`src/rtl/rule_seq_pkg.sv`:
```
// Shared CSR map, command bits, sequencer states and word-count helper for the rule loader.
package rule_seq_pkg;

  localparam logic [3:0] ADDR_VALUE0 = 4'h0;
  localparam logic [3:0] ADDR_MASK0  = 4'h4;
  localparam logic [3:0] ADDR_CMD    = 4'h8;
  localparam logic [3:0] ADDR_STATUS = 4'h9;
  localparam logic [3:0] ADDR_ERRCLR = 4'hA;

  localparam int CMD_COMMIT = 0;
  localparam int CMD_CLEAR  = 1;

  typedef enum logic [1:0] {IDLE, ZERO, ONE, DONE} seq_state_t;

  function automatic int calc_nw(input int width);
    return (width + 31) / 32;
  endfunction

endpackage

```
`src/rtl/rule_word_serializer.sv`:
```
// Emits the NW 32-bit words of a vector, LSW first, with WR_GAP idle cycles between writes.
// A start coinciding with the final word chains the next vector while keeping the pacing gap.
module rule_word_serializer #(
  parameter int NW     = 4,
  parameter int WR_GAP = 1
) (
  input  logic             clock,
  input  logic             reset,
  input  logic             start,
  input  logic [NW*32-1:0] vec,
  output logic             word_write,
  output logic [31:0]      word_data,
  output logic             word_last,
  output logic             done
);

  localparam int IW = (NW > 1) ? $clog2(NW) : 1;
  localparam int GW = $clog2(WR_GAP + 1) + 1;

  logic          active;
  logic [IW-1:0] idx;
  logic [GW-1:0] gap_cnt;

  assign word_write = active && (gap_cnt == '0);
  assign word_last  = word_write && (idx == IW'(NW - 1));
  assign word_data  = word_write ? vec[32*int'(idx) +: 32] : 32'h0;
  assign done       = word_last;

  always_ff @(posedge clock or posedge reset) begin
    if (reset) begin
      active  <= 1'b0;
      idx     <= '0;
      gap_cnt <= '0;
    end else begin
      if (gap_cnt != '0) gap_cnt <= gap_cnt - 1'b1;
      if (word_write) begin
        gap_cnt <= GW'(WR_GAP);
        idx     <= idx + 1'b1;
        if (word_last) active <= 1'b0;
      end
      // A fresh start writes on the next cycle; a chained start honours the gap.
      if (start) begin
        active  <= 1'b1;
        idx     <= '0;
        gap_cnt <= word_write ? GW'(WR_GAP) : '0;
      end
    end
  end

endmodule

```
`src/rtl/rule_update_sequencer.sv`:
```
// Host CSR rule loader: stages a ternary rule, expands it to zeros/ones vectors and streams them
// to the match block's update port, counting loaded rules and refusing commits when full.
module rule_update_sequencer
  import rule_seq_pkg::*;
#(
  parameter int CONCAT_WIDTH = 120,
  parameter int RCOUNT       = 104,
  parameter int WR_GAP       = 1
) (
  input  logic        clock,
  input  logic        reset,
  input  logic [3:0]  avs_csr_address,
  input  logic        avs_csr_write,
  input  logic [31:0] avs_csr_writedata,
  input  logic        avs_csr_read,
  output logic [31:0] avs_csr_readdata,
  output logic        avs_csr_waitrequest,
  output logic        upd_write,
  output logic [31:0] upd_writedata,
  output logic        upd_address,
  output logic        table_clear
);

  localparam int NW = calc_nw(CONCAT_WIDTH);
  localparam int VW = NW * 32;
  localparam int CW = $clog2(RCOUNT + 1);
  localparam logic [VW-1:0] KEY_MASK = ~({VW{1'b1}} << CONCAT_WIDTH);

  seq_state_t    state, state_nxt;
  logic [VW-1:0] val_stage, mask_stage, val_snap, mask_snap;
  logic [VW-1:0] zeros_vec, ones_vec;
  logic [CW-1:0] count;
  logic          err, busy, full, word_ok;
  logic          cmd_wr, errclr_wr, wr_ok;
  logic          start, snap, cnt_inc, cnt_clr, err_set, clr_pulse, ser_done;
  logic [31:0]   rd_mux;

  assign busy    = (state != IDLE);
  assign full    = (count == CW'(RCOUNT));
  assign word_ok = (int'(avs_csr_address[1:0]) < NW);

  assign avs_csr_waitrequest = busy && avs_csr_write && (avs_csr_address <= ADDR_CMD);
  assign wr_ok     = avs_csr_write && !avs_csr_waitrequest;
  assign cmd_wr    = wr_ok && (avs_csr_address == ADDR_CMD);
  assign errclr_wr = wr_ok && (avs_csr_address == ADDR_ERRCLR);

  assign zeros_vec = (~mask_snap | ~val_snap) & KEY_MASK;
  assign ones_vec  = (~mask_snap |  val_snap) & KEY_MASK;

  always_ff @(posedge clock or posedge reset) begin
    if (reset) begin
      val_stage  <= '0;
      mask_stage <= '0;
    end else if (wr_ok && word_ok) begin
      if (avs_csr_address[3:2] == ADDR_VALUE0[3:2])
        val_stage[32*int'(avs_csr_address[1:0]) +: 32] <= avs_csr_writedata;
      else if (avs_csr_address[3:2] == ADDR_MASK0[3:2])
        mask_stage[32*int'(avs_csr_address[1:0]) +: 32] <= avs_csr_writedata;
    end
  end

  always_ff @(posedge clock or posedge reset) begin
    if (reset) begin
      val_snap  <= '0;
      mask_snap <= '0;
    end else if (snap) begin
      val_snap  <= val_stage;
      mask_snap <= mask_stage;
    end
  end

  always_ff @(posedge clock or posedge reset) begin
    if (reset) state <= IDLE;
    else       state <= state_nxt;
  end

  always_comb begin
    state_nxt = state;
    start     = 1'b0;
    snap      = 1'b0;
    cnt_inc   = 1'b0;
    cnt_clr   = 1'b0;
    err_set   = 1'b0;
    clr_pulse = 1'b0;
    case (state)
      IDLE: begin
        if (cmd_wr) begin
          // CLEAR takes priority; a COMMIT riding along with it is dropped and flagged.
          if (avs_csr_writedata[CMD_CLEAR]) begin
            cnt_clr   = 1'b1;
            clr_pulse = 1'b1;
            err_set   = avs_csr_writedata[CMD_COMMIT];
          end else if (avs_csr_writedata[CMD_COMMIT]) begin
            if (full) begin
              err_set = 1'b1;
            end else begin
              snap      = 1'b1;
              start     = 1'b1;
              state_nxt = ZERO;
            end
          end
        end
      end
      ZERO: begin
        if (ser_done) begin
          start     = 1'b1;
          state_nxt = ONE;
        end
      end
      ONE:  if (ser_done) state_nxt = DONE;
      DONE: begin
        cnt_inc   = 1'b1;
        state_nxt = IDLE;
      end
      default: state_nxt = IDLE;
    endcase
  end

  always_ff @(posedge clock or posedge reset) begin
    if (reset) begin
      count       <= '0;
      err         <= 1'b0;
      table_clear <= 1'b0;
    end else begin
      table_clear <= clr_pulse;
      if (cnt_clr)                count <= '0;
      else if (cnt_inc && !full)  count <= count + 1'b1;
      if (err_set)                err <= 1'b1;
      else if (errclr_wr)         err <= 1'b0;
    end
  end

  always_comb begin
    rd_mux = 32'h0;
    if (avs_csr_address == ADDR_STATUS)
      rd_mux = {16'h0, 8'(count), 5'h0, err, full, busy};
    else if (word_ok && avs_csr_address[3:2] == ADDR_VALUE0[3:2])
      rd_mux = val_stage[32*int'(avs_csr_address[1:0]) +: 32];
    else if (word_ok && avs_csr_address[3:2] == ADDR_MASK0[3:2])
      rd_mux = mask_stage[32*int'(avs_csr_address[1:0]) +: 32];
  end

  always_ff @(posedge clock or posedge reset) begin
    if (reset)             avs_csr_readdata <= 32'h0;
    else if (avs_csr_read) avs_csr_readdata <= rd_mux;
    else                   avs_csr_readdata <= 32'h0;
  end

  rule_word_serializer #(
    .NW     (NW),
    .WR_GAP (WR_GAP)
  ) u_ser (
    .clock      (clock),
    .reset      (reset),
    .start      (start),
    .vec        ((state == ONE) ? ones_vec : zeros_vec),
    .word_write (upd_write),
    .word_data  (upd_writedata),
    .word_last  (upd_address),
    .done       (ser_done)
  );

endmodule

```
`config.mk`:
```
export PLATFORM = sky130hd
export DESIGN_NAME = rule_update_sequencer
export DESIGN_NICKNAME = d
export VERILOG_FILES = /design/src/rtl/rule_seq_pkg.sv /design/src/rtl/rule_word_serializer.sv /design/src/rtl/rule_update_sequencer.sv
export SDC_FILE = /design/constraint.sdc
export NUM_CORES = 1
export LEC_CHECK = 0
export ABC_AREA = 1
export CORE_MARGIN = 1.5
export CORE_UTILIZATION = 50
export CTS_CLUSTER_SIZE = 30
export DETAILED_ROUTE_END_ITERATION = 10
export PLACE_DENSITY = 0.72
export SLEW_MARGIN = 40
export SYNTH_ARGS = -nofsm -noshare
export SYNTH_HDL_FRONTEND = slang
export SYNTH_SLANG_ARGS = --single-unit
```
`constraint.sdc`:
```
create_clock -name clock -period 46.7 [get_ports clock]
set_clock_uncertainty 0.15 [all_clocks]
set_input_delay 14.01 -clock clock [delete_from_list [all_inputs] [get_ports clock]]
set_output_delay 14.01 -clock clock [all_outputs]
set_load 0.03 [all_outputs]
```
=== Yosys cells after proc, flatten, opt, wreduce, memory -nomap -nowiden ===
Index checks and enable logic that the tools add are counted.

* Word-level logic and storage cells: 110
* Output and inout port bits: 68
* Flip-flop bits (word level): 544

* Reduce and logical (&&, ||, !) cells: 24
* $add $sub $neg: 4
* Mux-type cells: 44
* Shift-type cells: 5
* $lt $le $gt $ge: 1
* Eq/ne operators: 15
* Bitwise operators: 5

{| class="wikitable"
|+ Operators with widths
! kind !! count
|-
| variable part select 128 x 8 -> 32 bit || 3
|-
| bitwise mux 128 bit || 2
|-
| NOT 120 bit || 2
|-
| bitwise OR 120 bit || 2
|-
| two-way mux 32 bit || 5
|-
| variable shift 32 x 33 -> 128 bit (first input constant) || 1
|-
| variable part select 32 x 33 -> 128 bit || 1
|-
| two-way mux 120 bit || 1
|-
| negation 7 -> 33 bit || 1
|-
| two-way mux 2 bit || 11
|-
| two-way mux 1 bit || 21
|-
| two-way mux 7 bit || 2
|-
| == test 4 bit (second input constant) || 3
|-
| != test 2 bit (second input constant) || 6
|-
| nonzero test 2 bit || 6
|-
| logical AND 1 bit || 8
|-
| one-hot mux 2 bit (4 select lines) || 1
|-
| adder 7 x 1 -> 7 bit (second input constant) || 1
|-
| == test 7 bit (second input constant) || 1
|-
| == test 2 bit (second input constant) || 3
|-
| logical NOT 2 bit || 3
|-
| AND reduction 6 bit || 1
|-
| == test 2 x 1 -> 1 bit (second input constant) || 2
|-
| <= comparator 4 bit (second input constant) || 1
|-
| other kinds (8) || 10
|}

=== Longest topological paths before layout ===
Gate-level depths: netlist of the first run.

* Word-level depth: 10
* Depth in mapped cells: 14

=== Modules after synthesis ===
A second synthesis of the first run with hierarchy kept.

* Cell total of the unflattened synthesis: 3708
* Area total of the unflattened synthesis: 27447.6 um^2

{| class="wikitable"
|+ By module, submodules not included
! module !! sequential area each (um^2) !! times used !! cells an instance !! area an instance (um^2)
|-
| rule_update_sequencer || 13487.9 || 1 || 3303 || 25599.6
|-
| rule_word_serializer || 125.1 || 1 || 405 || 1848.0
|}

=== Least setup slack after synthesis of the first run ===
Ideal clock, no wire load.

* Path type: input port to output port
* Start: input avs_csr_address[0]
* End: output avs_csr_waitrequest
* Arrival time: 15.364 ns
* Buffers on the path: 2
* Path slack: 17.176 ns
* Stages on the path: 8
* Cells stage by stage: clkinv_1 buf_2 buf_1 ha_1 inv_2 o21ai_2 nand2_1 inv_1

* Cells in the longest elaborated chain, start to end: 2

{| class="wikitable"
|+ RTL lines
! item !! RTL line !! text
|-
| from (decl) || rule_update_sequencer.sv:12 || <nowiki>input logic [3:0] avs_csr_address,</nowiki>
|-
| <= comparator 4 bit || rule_update_sequencer.sv:42 || <nowiki>assign avs_csr_waitrequest = busy && avs_csr_write && (avs_csr_address <= ADDR_CMD);</nowiki>
|-
| logical AND 1 bit || rule_update_sequencer.sv:42 ||
|-
| to (decl) || rule_update_sequencer.sv:17 || <nowiki>output logic avs_csr_waitrequest,</nowiki>
|}

Every way passes these cells.

=== Worst setup path after layout of the first run ===
* Start: input avs_csr_address[1]
* End: output avs_csr_waitrequest

Same word-level chain as after synthesis.

==> results by group, run 1 <==
Worst setup path
  – CP cell instances: buf_4, clkinv_1, buf_4, ha_1, clkinv_2, o21ai_2, nand2_1, inv_1, clkdlybuf4s50_1
  – CP max FO: 42
  – Crit Reg-Reg Startpoint: state[0]
  – R2r worst-path depth: 11
  – Crit path to: avs_csr_waitrequest
  – Startpoint Class: primary input
  – Count of buffer and inverter cells on the critical path: 6
  – R2R Setup Slk: ~43 ns
  – Setup crit end kind: primary output
  – Worst R2R End: mask_stage[2]
  – CP dominant cell by count: buf_4
  – Critical path type: in -> out
  – Worst Path Arrival: between 15 and 20 ns
  – Critical Path RT: ~33 ns
  – Critical Path Source: avs_csr_address[1]
  – CP max stage cell: clkdlybuf4s50_1
  – CP Depth: 9
  – CP max stage delay: roughly 0.68 ns
  – CP top delay family: buffers and inverters

GRT
  – Vias in the first global route: between 20k and 25k
  – First-pass GRT wire length: about 140000 um
  – Largest net degree at the start of global routing: roughly 160
  – Initial antenna violation count: 5
  – Gr usage total: about 33%
  – Grt total ovfl: 0

CTS
  – CTS root buf: clkbuf_16
  – H-tree Lvls: 2
  – Clk slew on worst S/H paths: about 0.06 ns
  – # Post-CTS Setup Buffers: 0
  – Clock sink count: about 540
  – Clock buffer count from CTS: 56
  – Clock buffer depth: 3
  – Post_cts resized: 0
  – CTS tree: yes
  – Worst-skew pair later-pin latency: slightly above 0.6 ns
  – CTS hold repair buffers: 0

Yosys
  – Synth area leaders: dfrtp_1 (51%), nand2_1 (19%), o21ai_1 (7.4%), inv_1 (3.4%), nand3_1 (3.4%)
  – Yosys cell types: 26
  – Syn nets: about 3.6k
  – Most frequent cell after synthesis: nand2_1
  – FF+latch count, synth: between 500 and 600
  – Asr flop ratio synth: 100%
  – Mapped Cells: 3560
  – Post-Syn Area: ~27000 um^2
  – Warning count from the yosys run: 0
  – Yosys top cell area share: between 50% and 60%
  – Top_reg_cell synth: dfrtp_1
  – Register area share after synthesis: about 51%
  – Commonest cells in the netlist: nand2_1 (1317), dfrtp_1 (544), o21ai_1 (397), inv_1 (244), nor2_1 (186)
  – Cell taking the most area after synthesis: dfrtp_1
  – Mean Syn Cell Area: ~7.5 um^2
  – Number of synthesized flops with an enable pin: 0

Route
  – DR pass1 iterations: 5
  – Met1 WL: around 36000 um
  – DR vias/cell: between 5 and 6
  – Wire length on met2: 39500 um
  – 1st-iter DRT viols: 2972
  – Post-DRT Antenna Nets: 0
  – Met3 WL: between 9000 and 10000 um
  – Top routing layer in use: met5
  – Final wirelength: between 80000 and 90000 um
  – Vias: about 25k
  – WL/cell: between 20 and 25 um
  – DRC: 0

Timing
  – Final Slew Violations: 0
  – Peak Freq: 0.0315 GHz
  – Worst rel slew slack: between 40 and 50%
  – Tmin final: 31.78 ns
  – Setup TNS after final layout: 0 ns
  – Final setup viols: 0
  – Tcrit/Tclk final: about two thirds
  – Slew at the pin closest to its max-slew limit: around 0.89 ns
  – RSZ-0062 raised after global routing: false
  – Final hold vios: 0

Floorplanning
  – Core box area: between 50000 and 60000 um^2
  – Die area: 54800 um^2
  – IO Pins: around 110
  – Die width: 234 um
  – Initial core utilization: 50.7%
  – Die Y: between 200 and 250 um
  – Num rows: 84

Run status
  – Status: completed

Pwr
  – Overall power: around 0.0014 W
  – Leakage: 14.9 nW
  – IR drop worst, VDD: roughly 36 uV
  – P per Cell Area: 46.2 nW/um^2

Final layout
  – Area Growth Syn to Fin: 12.1%
  – Filler cell count: roughly 4.8k
  – Antenna cells: 0
  – Layout Nets: around 3.6k
  – Final Non-Filler Cells: 4254
  – Final core utilization: between 50% and 60%
  – Final instance area: approximately 30000 um^2
  – Layout cells sized above 1: 4.82%

Min path
  – Hold WC Path Type: reg -> reg

Flow run
  – Max_cap viols: 0

Placed design
  – Area post-placement: ~28000 um^2
  – Dpl cells: 4155
  – I/O Buffers: ~110
  – Gp weighted congestion: 0.863
  – DPL Wire Length: ~51000 um
==> worst register-to-register path, delay by kind of cell, from the launching register on <==
family | cells | cell delay, ns
compound gates | 1 | 0.30
fa+ha+maj | 1 | 0.28
buf+inv | 5 | 1.71
flops | 1 | 0.42
simple gates | 4 | 1.10
==> state kept, by name (all words and copies together) (netlist names) <==
signal	cells
mask_stage	128
val_stage	128
mask_snap	120
val_snap	120
avs_csr_readdata	32
count	7
state	2
u_ser.gap_cnt	2
u_ser.idx	2
err	1
table_clear	1
u_ser.active	1
==> cell usage in the layout (no fill, tap or decap), types with 2 or more instances in the layout <==
cell type,instances
buf_6,3
nor3_2,3
nand3_2,3
ha_1,12
nand3_1,180
clkbuf_8,9
inv_2,7
o21ai_1,397
bufinv_16,4
clkinv_1,3
nand2_4,2
clkbuf_1,17
xor2_1,12
nand4_1,60
clkbuf_16,57
nand2_2,2
inv_1,237
buf_4,38
or2_2,3
nor2_4,10
nor3_1,41
nand2_1,1315
clkdlybuf4s50_1,105
o21ai_0,99
buf_16,3
clkinv_2,12
nor2_1,186
dfrtp_1,542
a21oi_1,178
o211ai_1,10
buf_12,6
==> logic make-up after synthesis <==
| logic type | share of synthesized area (%) |
|---|---|
| AOI/OAI and AO/OA | 13.0 |
| xor gates and xnor gates | 0.394 |
| adders and majority gates | 0.609 |
| buffers and inverters | 7.78 |
| DFF | 51.0 |
| and+or+nand+nor | 27.2 |
==> report_power, final <==
part | total [W] | leakage [nW] | switching, W | internal, W
Sequential | 0.000572 | 7.07 | 0.0000451 | 0.000527
Clock | 0.000446 | 0.883 | 0.000188 | 0.000259
Combinational | 0.000365 | 6.98 | 0.000261 | 0.000104
Total | 0.00138 | 14.9 | 0.000493 | 0.000889
==> stage by stage <==
step	hold slack, ns	worst slack, ns
after global routing	0.336	14.99
after detailed placement	0.310	15.47
after floorplan	0.292	17.18
final	0.319	14.92
after CTS	0.324	15.46
after global placement	0.304	15.50
==> layout make-up <==
class	instances	area, um^2	share of cell area, %
clock buffers	83	1610	5.39
clock inverters	14	170	0.569
inverters	252	971	3.24
multi-input cells	2518	11100	37.1
flip-flops and latches	544	13600	45.5
well taps	688	861	2.88
repair buffers	155	1570	5.26
==> per-layer routing <==
layer | vias to the layer above | global-route usage, %
met3 | 257 | 6.72
met5 | - | 0
met1 | 11724 | 45.0
li1 | 11349 | -
met2 | 1274 | 50.8
met4 | 6 | 14.2
==> worst min-delay path by stage <==
stage / from / endpoint / cells past startpoint
2_1_floorplan: mask_snap[119] / mask_snap[119] / 2
3_3_place_gp: mask_snap[31] / mask_snap[31] / 2
3_5_place_dp: mask_snap[109] / mask_snap[109] / 2
4_1_cts: mask_snap[109] / mask_snap[109] / 2
5_1_grt: mask_snap[42] / mask_snap[42] / 2
6_report: mask_snap[70] / mask_snap[70] / 2
Note: power is estimated with default switching activity, not from simulation.
==> run 2, diff against run 1 <==
--- a/config.mk
+++ b/config.mk
@@ -10,7 +10,7 @@
 export CORE_UTILIZATION = 50
 export CTS_CLUSTER_SIZE = 30
 export DETAILED_ROUTE_END_ITERATION = 10
-export PLACE_DENSITY = 0.72
+export PLACE_DENSITY = 0.74
 export SLEW_MARGIN = 40
 export SYNTH_ARGS = -nofsm -noshare
 export SYNTH_HDL_FRONTEND = slang
==> constraint.sdc (replaced) <==
create_clock -name clock -period 28 [get_ports clock]
set_clock_uncertainty 0.15 [all_clocks]
set_input_delay 8.4 -clock clock [delete_from_list [all_inputs] [get_ports clock]]
set_output_delay 8.4 -clock clock [all_outputs]
set_load 0.03 [all_outputs]
==> results by group, run 2 (synthesis gave the netlist of run 1 again) <==
Worst setup path
  – Critical Path RT: 19.45 ns (was 32.54 ns)
  – Critical path type: in -> out (unchanged)
  – Startpoint Class: primary input (unchanged)
  – CP max FO: 42 (unchanged)
  – Worst Path Arrival: 11.06 ns (was 17.62 ns)
  – Setup crit end kind: primary output (unchanged)

Timing
  – Tmin final: around 20 ns
  – Peak Freq: 0.0510 GHz
  – Final setup viols: 0 (unchanged)
  – RSZ-0062 raised after global routing: false (unchanged)
  – Slew at the pin closest to its max-slew limit: 0.882 ns (was 0.889 ns)
  – Tcrit/Tclk final: between 70 and 80%
  – Worst rel slew slack: 41.2% (was 40.7%)
  – Setup TNS after final layout: 0 ns (unchanged)
  – Final Slew Violations: 0 (unchanged)
  – Final hold vios: 0 (unchanged)

CTS
  – Worst-skew pair later-pin latency: 0.63 ns (was 0.62 ns)
  – CTS tree: yes (unchanged)
  – Clock buffer count from CTS: 55 (was 56)
  – Clock buffer depth: 3 (unchanged)
  – CTS hold repair buffers: 0 (unchanged)
  – # Post-CTS Setup Buffers: 0 (unchanged)
  – Post_cts resized: 0 (unchanged)
  – Clk slew on worst S/H paths: 0.06 ns (about the same)
  – H-tree Lvls: 2 (unchanged)
  – Clock sink count: 544 (unchanged)
  – CTS root buf: clkbuf_16 (unchanged)

Final layout
  – Most common cell after layout, fill and taps aside: nand2_1 (unchanged)
  – Layout Nets: 3579 (was 3580)
  – Filler cell count: 4761 (was 4756)
  – Regs by FF count: mask_stage x128, val_stage x128 (unchanged)
  – Final core utilization: 56.9% (was 56.8%)
  – Layout cells sized above 1: 4.99% (was 4.82%)
  – Area Growth Syn to Fin: 12.2% (was 12.1%)
  – Commonest cells after routing, fill and taps aside: nand2_1 (1315), dfrtp_1 (542), o21ai_1 (397) (unchanged)

GRT
  – Largest net degree at the start of global routing: 133 (was 155)
  – Initial antenna violation count: 4 (was 5)
  – Gr usage total: 32.2% (was 32.9%)
  – First-pass GRT wire length: 134000 um (was 137000 um)
  – Vias in the first global route: 23.3k (was 23.6k)
  – Grt total ovfl: 0 (unchanged)

Pwr
  – IR drop worst, VDD: 57.7 uV (was 35.5 uV)
  – Switching Share: 35.1% (was 35.7%)
  – P per Cell Area: 77.3 nW/um^2 (was 46.2 nW/um^2)
  – Pint: 0.00150 W (was 0.000889 W)
  – Sequential share of power: 41.2% (was 41.4%)
  – Psw: 0.000813 W (was 0.000493 W)
  – Clock network power share: 33.0% (was 32.3%)
  – Combinational power share: 25.8% (was 26.4%)
  – Leakage: 15.0 nW (was 14.9 nW)

Route
  – DR pass1 iterations: 6 (was 5)
  – Vias: 24.4k (was 24.6k)
  – 1st-iter DRT viols: 2744 (was 2972)
  – WL/cell: 20.3 um (was 20.8 um)
  – DR vias/cell: 5.72 (was 5.79)
  – DRC: 0 (unchanged)
  – Final wirelength: 86300 um (was 88700 um)
  – Post-DRT Antenna Nets: 0 (unchanged)

Flow run
  – Max_cap viols: 0 (unchanged)

Floorplanning
  – Initial core utilization: 50.7% (unchanged)
  – Core box area: 52700 um^2 (unchanged)
  – Die Y: 234 um (unchanged)
  – Die width: 234 um (unchanged)
  – Die area: 54800 um^2 (unchanged)
  – IO Pins: 108 (unchanged)
  – Num rows: 84 (unchanged)

Placed design
  – Gp weighted congestion: 0.903 (was 0.863)
  – I/O Buffers: 107 (unchanged)
  – DPL Wire Length: 49600 um (was 50600 um)

Run status
  – Status: completed (unchanged)

Min path
  – Hold WC Path Type: reg -> reg (unchanged)
## run 2: area by class of cell
class | count | area, um^2 | area share, %
repair buffers | 155 | 1540 | 5.13
clock buffers | 84 | 1650 | 5.50
clock inverters | 16 | 208 | 0.693
inverters | 252 | 966 | 3.22
diodes | 1 | 2.50 | 0.00835
multi-input cells | 2518 | 11100 | 37.1
flip-flops and latches | 544 | 13600 | 45.4
well taps | 688 | 861 | 2.87
## run 2: metrics by stage
stage / setup WS (ns) / cell area, um^2 / power, W / instances / hold WS, ns
2_1_floorplan: 4.24 / 26700 / 0.00132 / 3560 / 0.292
3_3_place_gp: 8.17 / 27900 / 0.00153 / 4153 / 0.305
3_5_place_dp: 8.41 / 28100 / 0.00155 / 4156 / 0.309
4_1_cts: 8.41 / 29900 / 0.00231 / 4256 / 0.324
5_1_grt: 8.38 / 30000 / 0.00242 / 4257 / 0.340
6_report: 8.39 / 30000 / 0.00232 / 4258 / 0.324
## run 2: power by group through the flow
stage	Clock, W	Combinational, W	Sequential (W)
floorplan	0	0.000387	0.000938
global placement	0	0.000571	0.000961
detailed placement	0	0.000584	0.000965
CTS	0.000767	0.000588	0.000951
global route	0.000801	0.000651	0.000965
finish	0.000763	0.000598	0.000954
## run 2: critical path: stages
cell and delay [ns]:
buf_4 0.14, inv_2 0.04, buf_4 0.57, ha_1 0.39
inv_4 0.27, o21ai_2 0.29, nand2_1 0.18, inv_1 0.09
clkdlybuf4s50_1 0.67
## run 2: final timing paths
check                                    from             endpoint  slack [ns]  cells after the start
max reg2reg                          state[0]         val_stage[5]       24.19                     10
max                        avs_csr_address[1]  avs_csr_waitrequest        8.39                      9
min reg2reg                     mask_snap[41]        mask_snap[41]        0.32                      2
min in group asynchronous               reset        mask_snap[23]        8.20                      2
min                             mask_snap[41]        mask_snap[41]        0.32                      2
max in group asynchronous               reset         val_snap[76]       17.71                      4
## run 2: routing by layer
layer / up-vias / wire, um / global-route usage, % / share of wire, %
met5: - / 65 / 0 / 0.075
met4: 8 / 3500 / 13.1 / 4.0
met3: 268 / 9450 / 7.96 / 11
met2: 1228 / 38200 / 49.1 / 44
met1: 11496 / 35100 / 44.0 / 41
li1: 11358 / - / - / -
